`src/rtl/tulip_fp_pkg.sv`:
```
// Shared single-precision float definitions for the tulip datapath
// (int_to_float_stream, polynomial_estimator).
package tulip_fp_pkg;

    localparam int unsigned C_FP_DWIDTH     = 32;
    localparam int unsigned C_FP_EXP_BIAS   = 127;
    localparam int unsigned C_FP_MANT_WIDTH = 23;
    localparam int unsigned C_FP_EXP_WIDTH  = 8;

    typedef logic [C_FP_DWIDTH-1:0] float_t;

    typedef struct packed {
        logic                       sign;
        logic [C_FP_EXP_WIDTH-1:0]  exponent;
        logic [C_FP_MANT_WIDTH-1:0] mantissa;
    } float_fields_t;

    // Width of a bit-position index into a vector of w bits (at least 1).
    function automatic int unsigned idx_width(input int unsigned w);
        return (w > 1) ? $clog2(w) : 1;
    endfunction

endpackage

```
`src/rtl/leading_one_detector.sv`:
```
// Combinational leading-one detector: position of the highest set bit
// of value, plus a flag for an all-zero value.
module leading_one_detector
    import tulip_fp_pkg::*;
#(
    parameter int unsigned G_WIDTH = 24,
    localparam int unsigned IDX_W  = idx_width(G_WIDTH)
) (
    input  logic [G_WIDTH-1:0] value,
    output logic [IDX_W-1:0]   msb_index,
    output logic               zero
);

    // Ascending scan: the last set bit seen is the highest one.
    always_comb begin
        msb_index = '0;
        for (int unsigned i = 0; i < G_WIDTH; i++) begin
            if (value[i]) begin
                msb_index = IDX_W'(i);
            end
        end
    end

    assign zero = ~|value;

endmodule

```
`src/rtl/int_to_float_stream.sv`:
```
// Streaming signed fixed-point to IEEE-754 single-precision converter.
// One sample in flight; exact conversion through a five-state sequence.
module int_to_float_stream
    import tulip_fp_pkg::*;
#(
    parameter int unsigned G_IN_DWIDTH = 24,
    parameter int unsigned G_FRAC_BITS = 23
) (
    input  logic                   clk,
    input  logic                   reset,
    input  logic                   enable,
    input  logic [G_IN_DWIDTH-1:0] din,
    input  logic                   din_valid,
    output logic                   din_ready,
    output float_t                 dout,
    output logic                   dout_valid,
    input  logic                   dout_ready
);

    localparam int unsigned IDX_W      = idx_width(G_IN_DWIDTH);
    localparam int unsigned MANT_EXT_W = C_FP_MANT_WIDTH + 1;
    localparam int unsigned SHIFT_W    = $clog2(MANT_EXT_W);
    localparam logic [C_FP_EXP_WIDTH-1:0] EXP_BASE =
        C_FP_EXP_WIDTH'(C_FP_EXP_BIAS - G_FRAC_BITS);

    localparam logic [2:0] SM_GET_INPUT   = 3'd0;
    localparam logic [2:0] SM_MAGNITUDE   = 3'd1;
    localparam logic [2:0] SM_NORMALIZE   = 3'd2;
    localparam logic [2:0] SM_PACK        = 3'd3;
    localparam logic [2:0] SM_SEND_OUTPUT = 3'd4;

    logic [2:0]               state_q;
    logic [2:0]               state_d;
    logic                     accept;
    logic [G_IN_DWIDTH-1:0]   din_q;
    logic                     sign_q;
    logic [G_IN_DWIDTH-1:0]   mag_q;
    logic [IDX_W-1:0]         msb_idx_q;
    logic                     zero_q;
    logic [IDX_W-1:0]         lod_idx;
    logic                     lod_zero;
    float_t                   dout_q;
    logic [MANT_EXT_W-1:0]    mag_norm;
    logic [SHIFT_W-1:0]       shift_amt;
    float_fields_t            fields;

    // Next state and handshake outputs; enable and reset gate the handshakes
    // so nothing is offered in a cycle where it would be thrown away.
    always_comb begin
        state_d    = state_q;
        accept     = 1'b0;
        din_ready  = 1'b0;
        dout_valid = 1'b0;
        if (!enable) begin
            state_d = SM_GET_INPUT;
        end else begin
            case (state_q)
                SM_GET_INPUT: begin
                    din_ready = ~reset;
                    if (din_valid) begin
                        accept  = 1'b1;
                        state_d = SM_MAGNITUDE;
                    end
                end
                SM_MAGNITUDE:  state_d = SM_NORMALIZE;
                SM_NORMALIZE:  state_d = SM_PACK;
                SM_PACK:       state_d = SM_SEND_OUTPUT;
                SM_SEND_OUTPUT: begin
                    dout_valid = ~reset;
                    if (dout_ready) begin
                        state_d = SM_GET_INPUT;
                    end
                end
                default:       state_d = SM_GET_INPUT;
            endcase
        end
    end

    always_ff @(posedge clk) begin
        if (reset) begin
            state_q <= SM_GET_INPUT;
            dout_q  <= '0;
        end else begin
            state_q <= state_d;
            if (enable && (state_q == SM_PACK)) begin
                dout_q <= zero_q ? float_t'(0) : float_t'(fields);
            end
        end
    end

    // Datapath stages; the FSM decides when their contents are meaningful.
    always_ff @(posedge clk) begin
        if (accept) begin
            din_q <= din;
        end
        if (state_q == SM_MAGNITUDE) begin
            sign_q <= din_q[G_IN_DWIDTH-1];
            mag_q  <= din_q[G_IN_DWIDTH-1] ? ((~din_q) + G_IN_DWIDTH'(1)) : din_q;
        end
        if (state_q == SM_NORMALIZE) begin
            msb_idx_q <= lod_idx;
            zero_q    <= lod_zero;
        end
    end

    leading_one_detector #(
        .G_WIDTH (G_IN_DWIDTH)
    ) u_lod (
        .value     (mag_q),
        .msb_index (lod_idx),
        .zero      (lod_zero)
    );

    // Shift the leading one up to the hidden-bit position; the bits below it
    // become the mantissa, zero-filled from the right.
    always_comb begin
        shift_amt       = SHIFT_W'(C_FP_MANT_WIDTH) - SHIFT_W'(msb_idx_q);
        mag_norm        = MANT_EXT_W'(mag_q) << shift_amt;
        fields.sign     = sign_q;
        fields.exponent = EXP_BASE + C_FP_EXP_WIDTH'(msb_idx_q);
        fields.mantissa = mag_norm[C_FP_MANT_WIDTH-1:0];
    end

    assign dout = dout_q;

endmodule

```
`config.mk`:
```
export PLATFORM = sky130hd
export DESIGN_NAME = int_to_float_stream
export DESIGN_NICKNAME = d
export VERILOG_FILES = /design/src/rtl/tulip_fp_pkg.sv /design/src/rtl/leading_one_detector.sv /design/src/rtl/int_to_float_stream.sv
export SDC_FILE = /design/constraint.sdc
export NUM_CORES = 1
export LEC_CHECK = 0
export CELL_PAD_IN_SITES_DETAIL_PLACEMENT = 0
export CELL_PAD_IN_SITES_GLOBAL_PLACEMENT = 1
export CORE_MARGIN = 3
export CORE_UTILIZATION = 44
export DETAILED_ROUTE_END_ITERATION = 16
export GPL_TIMING_DRIVEN = 0
export PLACE_DENSITY = 0.88
export SLEW_MARGIN = 0
export SYNTH_ARGS = -nofsm -noshare
export SYNTH_HDL_FRONTEND = slang
export SYNTH_SLANG_ARGS = --single-unit
```
`constraint.sdc`:
```
create_clock -name clk -period 4 [get_ports clk]
set_input_delay 0.8 -clock clk [delete_from_list [all_inputs] [get_ports clk]]
set_output_delay 0.8 -clock clk [all_outputs]
set_load 0.01 [all_outputs]
```
Word level (Yosys, flattened, before mapping)
Cells that the tools add are included.
{"block": "classes", "add_sub_neg": 3, "mul": 0, "n_bitwise": 3, "eq_ne": 6, "n_div": 0, "reduce_logical": 9, "n_mux": 34, "n_shift": 1, "n_lt_le_gt_ge": 0}
{"cell": "$mux 32", "n": 1}
{"cell": "$mux 4", "n": 8}
{"cell": "$mux 3", "n": 10}
{"cell": "$add 24x1->24 const B", "n": 1}
{"cell": "$not 24->24", "n": 1}
{"cell": "$reduce_or 24->1", "n": 1}
{"cell": "$shl 24x5->23", "n": 1}
{"cell": "$mux 23", "n": 1}
{"cell": "$pmux 3 s5", "n": 1}
{"cell": "$mux 1", "n": 9}
{"cell": "$add 7x5->8 const A", "n": 1}
{"cell": "$mux 2", "n": 4}
{"cell": "$reduce_or 8->1", "n": 1}
{"cell": "$eq 3x2->1 const B", "n": 2}
{"cell": "$sub 5x5->5 const A", "n": 1}
{"cell": "$ne 2x2->1 const B", "n": 2}
{"cell": "$reduce_or 2->1", "n": 2}
{"cell": "$reduce_or 4->1", "n": 1}
{"cell": "$eq 3x1->1 const B", "n": 1}
{"cell": "$eq 3x3->1 const B", "n": 1}
{"cell": "$logic_not 3->1", "n": 1}
{"cell": "$not 1->1", "n": 2}
{"cell": "$reduce_and 2->1", "n": 1}
{"cell": "$logic_and 1x1->1", "n": 1}
{"cell": "$logic_not 1->1", "n": 1}
{"block": "word_totals", "wordCells": 67, "output_inout_bits": 34, "mem_bits_rw": 0, "register_bits": 90, "romBits": 0, "n_memories": 0, "latch_bits": 0}

Depth between registers and ports, before layout
{"block": "depth", "word_depth": 22, "depth_mapped": 8}

Cells and area by module
A second synthesis with hierarchy kept.
{"block": "unflattened", "cells_unflattened": 421, "hier_area_um2": 4770.8}
{"mod": "int_to_float_stream", "area_per_inst_um2": 4500.6, "cells_per_inst": 375, "seq_area_each_um2": 2332.2, "instances": 1}
{"mod": "leading_one_detector", "area_per_inst_um2": 270.3, "cells_per_inst": 46, "seq_area_each_um2": 0.0, "instances": 1}

Worst setup path after synthesis
OpenSTA, ideal clock, no wires.
{"block": "synth_timing", "path_kind": "input port to flip-flop", "startpoint": "in enable", "endpoint": "reg din_q[0], enable pin", "t_required_ns": 3.534, "arrival_ns": 3.153, "cell_stages": 2, "setup_slack_ns": 0.381, "path_buffers": 0, "cell_sequence": "nand2_1 > nor4_1"}
{"block": "synth_via", "elab_chain_len": 1}
{"element": "start, declared", "line_no": "int_to_float_stream.sv:11", "text": "input logic enable,"}
{"element": "$mux 1", "line_no": "int_to_float_stream.sv:54", "text": "if (!enable) begin"}
{"element": "via accept", "line_no": "int_to_float_stream.sv:34", "text": "logic accept;"}
{"element": "end signal, assigned", "line_no": "int_to_float_stream.sv:94", "text": "din_q <= din;"}
{"element": "end, declared", "line_no": "int_to_float_stream.sv:35", "text": "logic [G_IN_DWIDTH-1:0] din_q;"}
The timed path passes the listed nets, and every way through them passes these cells.
A chain may end at the register's enable or synchronous reset.

Worst setup path after layout
{"block": "layout_timing", "startpoint": "in reset", "endpoint": "out din_ready"}
{"block": "layout_via", "elab_chain_len": 3}
{"element": "start, declared", "line_no": "int_to_float_stream.sv:10", "text": "input logic reset,"}
{"element": "$not 1->1", "line_no": "int_to_float_stream.sv:59", "text": "din_ready = ~reset;"}
{"element": "$mux 1", "line_no": "int_to_float_stream.sv:57", "text": "case (state_q)"}
{"element": "$mux 1", "line_no": "int_to_float_stream.sv:54"}
{"element": "end, declared", "line_no": "int_to_float_stream.sv:14", "text": "output logic din_ready,"}
No other way between the ends.

==> results.tsv <==
stage	metric	value	unit
sta	period utilization	87.5	%
sta	hold slack final	0.455	ns
synthesis	syn_area_per_cell	11.0	µm²
power	sequential share of power	58.4	%
synthesis	Mapped Cells	437	
power	clock network fraction of design power	33.6	%
cells_and_area	filler instances	922	
power	switching pwr	0.392	mW
critical_path	Critical Path AT	2.70	ns
cells_and_area	Layout Area Growth over Synthesis	21.1	%
synthesis	cell area after synthesis	4800	µm²
routing	DRT Pass-1 Iters	4	
synthesis	Main synth FF type	edfxtp_1	
floorplanning	Die Ht	110	µm
floorplanning	die width	110	µm
clock_network	Bufs on Longest Clock Path	2	
sta	Hold Vio Cnt, Final	0	
place	hpwl dp	8810	µm
clock_network	cts hold-fix bufs	0	
min_path	hold path start	dout[11]$_SDFFE_PP0P_	
critical_path	r2r setup slk	1.56	ns
power	Sw Ratio	22.3	%
cells_and_area	final std cells w/o fill	654	
global_routing	vias in the first global route	3732	
cells_and_area	ANT cells	0	
critical_path	FF-to-FF Start	msb_idx_q[3]$_SDFFCE_PN0N_	
synthesis	leading area contributor after synthesis	edfxtp_1	
power	Leak	1.92	nW
power	Total Power	1.75	mW
floorplanning	initial core utilization	45.8	%
global_routing	grt total ovfl	0	
floorplanning	Top Ports	63	
critical_path	worst-path cell chain	clkdlybuf4s50_1 > clkbuf_1 > nand2b_1 > nor4_1 > clkdlybuf4s50_1	
cells_and_area	leading cell types in the layout, fill and taps excluded	62 x clkdlybuf4s50_1, 55 x edfxtp_1, 36 x nand2_1	
critical_path	CP max FO	10	
power	Pwr Density	302	nW/µm²
power	internal power	1.36	mW
critical_path	most used cell, CP	clkdlybuf4s50_1	
critical_path	startpoint types	input pin	
critical_path	Slowest-stage cell, CP	clkdlybuf4s50_1	
sta	Slew @ Worst Pin	0.850	ns
place	# port buffers	62	
global_routing	initial antenna violation count	0	
clock_network	sink count of the clock tree	89	
clock_network	CTS tree	yes	
sta	count of final setup violators	0	
routing	Final ANT Viol Nets	0	
clock_network	H-tree Lvls	3	
synthesis	register bit total from synthesis	89	
critical_path	reg2reg path depth	5	
floorplanning	Die Area	12200	µm²
floorplanning	Rows	37	
place	final RePlAce weighted congestion	0.915	
sta	post-layout min period	3.50	ns
global_routing	first-pass GRT wire length	18600	µm
clock_network	Post-CTS Setup Repair Bufs	0	
min_path	worst hold endpoint	dout[11]$_SDFFE_PP0P_	
sta	RSZ-0062 raised after global routing	no	
min_path	Hold Path Class	reg2reg	
synthesis	largest cells by area after synthesis	edfxtp_1 34%, dfxtp_1 14%, xnor2_1 4.0%	
place	Placed Area	5620	µm²
synthesis	syn_nets	468	
sta	relative max-transition margin	43.2	%
power	combinational share of power	8.0	%
place	Placed Instances	638	
sta	Fmax	286	MHz
global_routing	largest net degree at the start of global routing	16	
floorplanning	Core Region	10500	µm²
synthesis	share of the synthesized area in the top cell type	34.4	%
critical_path	RR Endpoint	dout[4]$_SDFFE_PP0P_	
synthesis	Syn. warnings	0	
critical_path	worst endpoint required time	3.20	ns
routing	WL/cell	17.2	µm
routing	via density per instance	5.74	
min_path	Worst Hold Depth	2	
routing	# DRC	0	
routing	Vias	3751	
synthesis	Post-synth EDFFs	55	
clock_network	Root Buffer	clkbuf_8	
status	status	finished clean	
critical_path	kind of critical path	in2out	
flow_run	Max-Cap Viols	0	
sta	max-slew violation count	0	
clock_network	Reg clk slew, reported paths	0.08	ns
global_routing	gr usage total	18.6	%
critical_path	crit-path max cell delay	0.58	ns
cells_and_area	commonest non-fill, non-tap cell in the layout	clkdlybuf4s50_1	
cells_and_area	nets	544	
clock_network	worst-skew pair later-pin latency	0.35	ns
clock_network	TritonCTS Buffers	9	
routing	DR iter-0 viols	173	
clock_network	Post-CTS Resized	0	
sta	clock skew	0.0127	ns
synthesis	asr flop ratio synth	0	%
critical_path	CP Capture Type	output port	
cells_and_area	layout cells sized above 1	10.6	%
cells_and_area	Layout Utilization	55.5	%
synthesis	Seq/Total Area, Yosys	48.6	%
power	Peak VDD IR	0.000186	V
cells_and_area	final instance area	5810	µm²
routing	drt total wl	11300	µm
synthesis	Yosys cell types	67	
[registers in the layout, indices dropped and copies added, names as in the netlist]
register / flops
dout: 31
din_q: 24
mag_q: 24
msb_idx_q: 5
state_q: 3
sign_q: 1
zero_q: 1
[routing by layer]
layer | track usage [%] | vias up | wire length (µm)
li1 | - | 1833 | -
met1 | 22.8 | 1782 | 4880
met2 | 32.6 | 104 | 5560
met3 | 2.63 | 32 | 468
met4 | 8.21 | 0 | 360
met5 | 0 | - | 0
[cell type report]
cell class / instances / area [µm²] / share of cell area [%]
Buffer: 27 / 145 / 2.50
Clock inverter: 4 / 46.3 / 0.797
Timing Repair Buffer: 65 / 647 / 11.1
Inverter: 9 / 33.8 / 0.582
Tap cell: 136 / 170 / 2.93
Sequential cell: 89 / 2330 / 40.2
Clock buffer: 12 / 135 / 2.33
Multi-Input combinational cell: 312 / 2300 / 39.5
[worst max-delay path by stage]
| stage | depth (start not counted) | slack, ns | from | to |
|---|---|---|---|---|
| 5_1_grt | 5 | 0.36 | reset | dout_valid |
| 3_5_place_dp | 5 | 0.50 | reset | din_ready |
| 2_1_floorplan | 2 | 0.38 | enable | din_q[0]$_DFFE_PP_ |
| 6_report | 5 | 0.50 | reset | din_ready |
| 4_1_cts | 5 | 0.50 | reset | din_ready |
| 3_3_place_gp | 3 | -0.97 | enable | din_q[0]$_DFFE_PP_ |
[power groups by stage]
stage	registers [mW]	logic, mW	clock network, mW
after global placement	1.05	0.133	0
after detailed placement	1.05	0.140	0
after CTS	1.02	0.140	0.603
after floorplan	1.04	0.0840	0
after global routing	1.03	0.153	0.648
final	1.02	0.140	0.590
[worst max-delay path: cells and delay by family]
family                 cells  cell delay, ns
AND/OR/NAND/NOR            2            0.51
buffers and inverters      3            1.40
[logic make-up after synthesis]
| logic type | Yosys count | synth area share (%) |
|---|---|---|
| AND/OR/NAND/NOR | 145 | 16.5 |
| buffers and inverters | 36 | 3.73 |
| adder cells (fa/ha/maj) | 2 | 0.522 |
| multiplexers | 37 | 11.5 |
| flip-flops | 89 | 48.6 |
| XOR/XNOR | 22 | 4.02 |
| AO/OA/AOI/OAI | 106 | 15.1 |
[metrics by stage]
step | setup slack [ns] | TNS, ns
after global placement | -0.966 | -23.16
after detailed placement | 0.500 | 0
after global routing | 0.359 | 0
final | 0.499 | 0
after CTS | 0.504 | 0
after floorplan | 0.381 | 0
[cells in the mapped netlist (all sizes together) (4+ instances only)]
| cell | count |
|---|---|
| a31oi | 5 |
| nand3 | 4 |
| nor2 | 34 |
| o21ai | 23 |
| o22ai | 7 |
| mux4 | 12 |
| xnor2 | 22 |
| nor4 | 13 |
| nand2 | 36 |
| nor3 | 10 |
| edfxtp | 55 |
| nand2b | 9 |
| buf | 14 |
| mux2i | 17 |
| o41ai | 6 |
| o31ai | 8 |
| a22oi | 7 |
| inv | 9 |
| a21oi | 20 |
| or2 | 4 |
| mux2 | 8 |
| nor3b | 11 |
| dfxtp | 34 |
| clkbuf | 13 |
| and2 | 4 |
(Power assumes the default switching activity.)
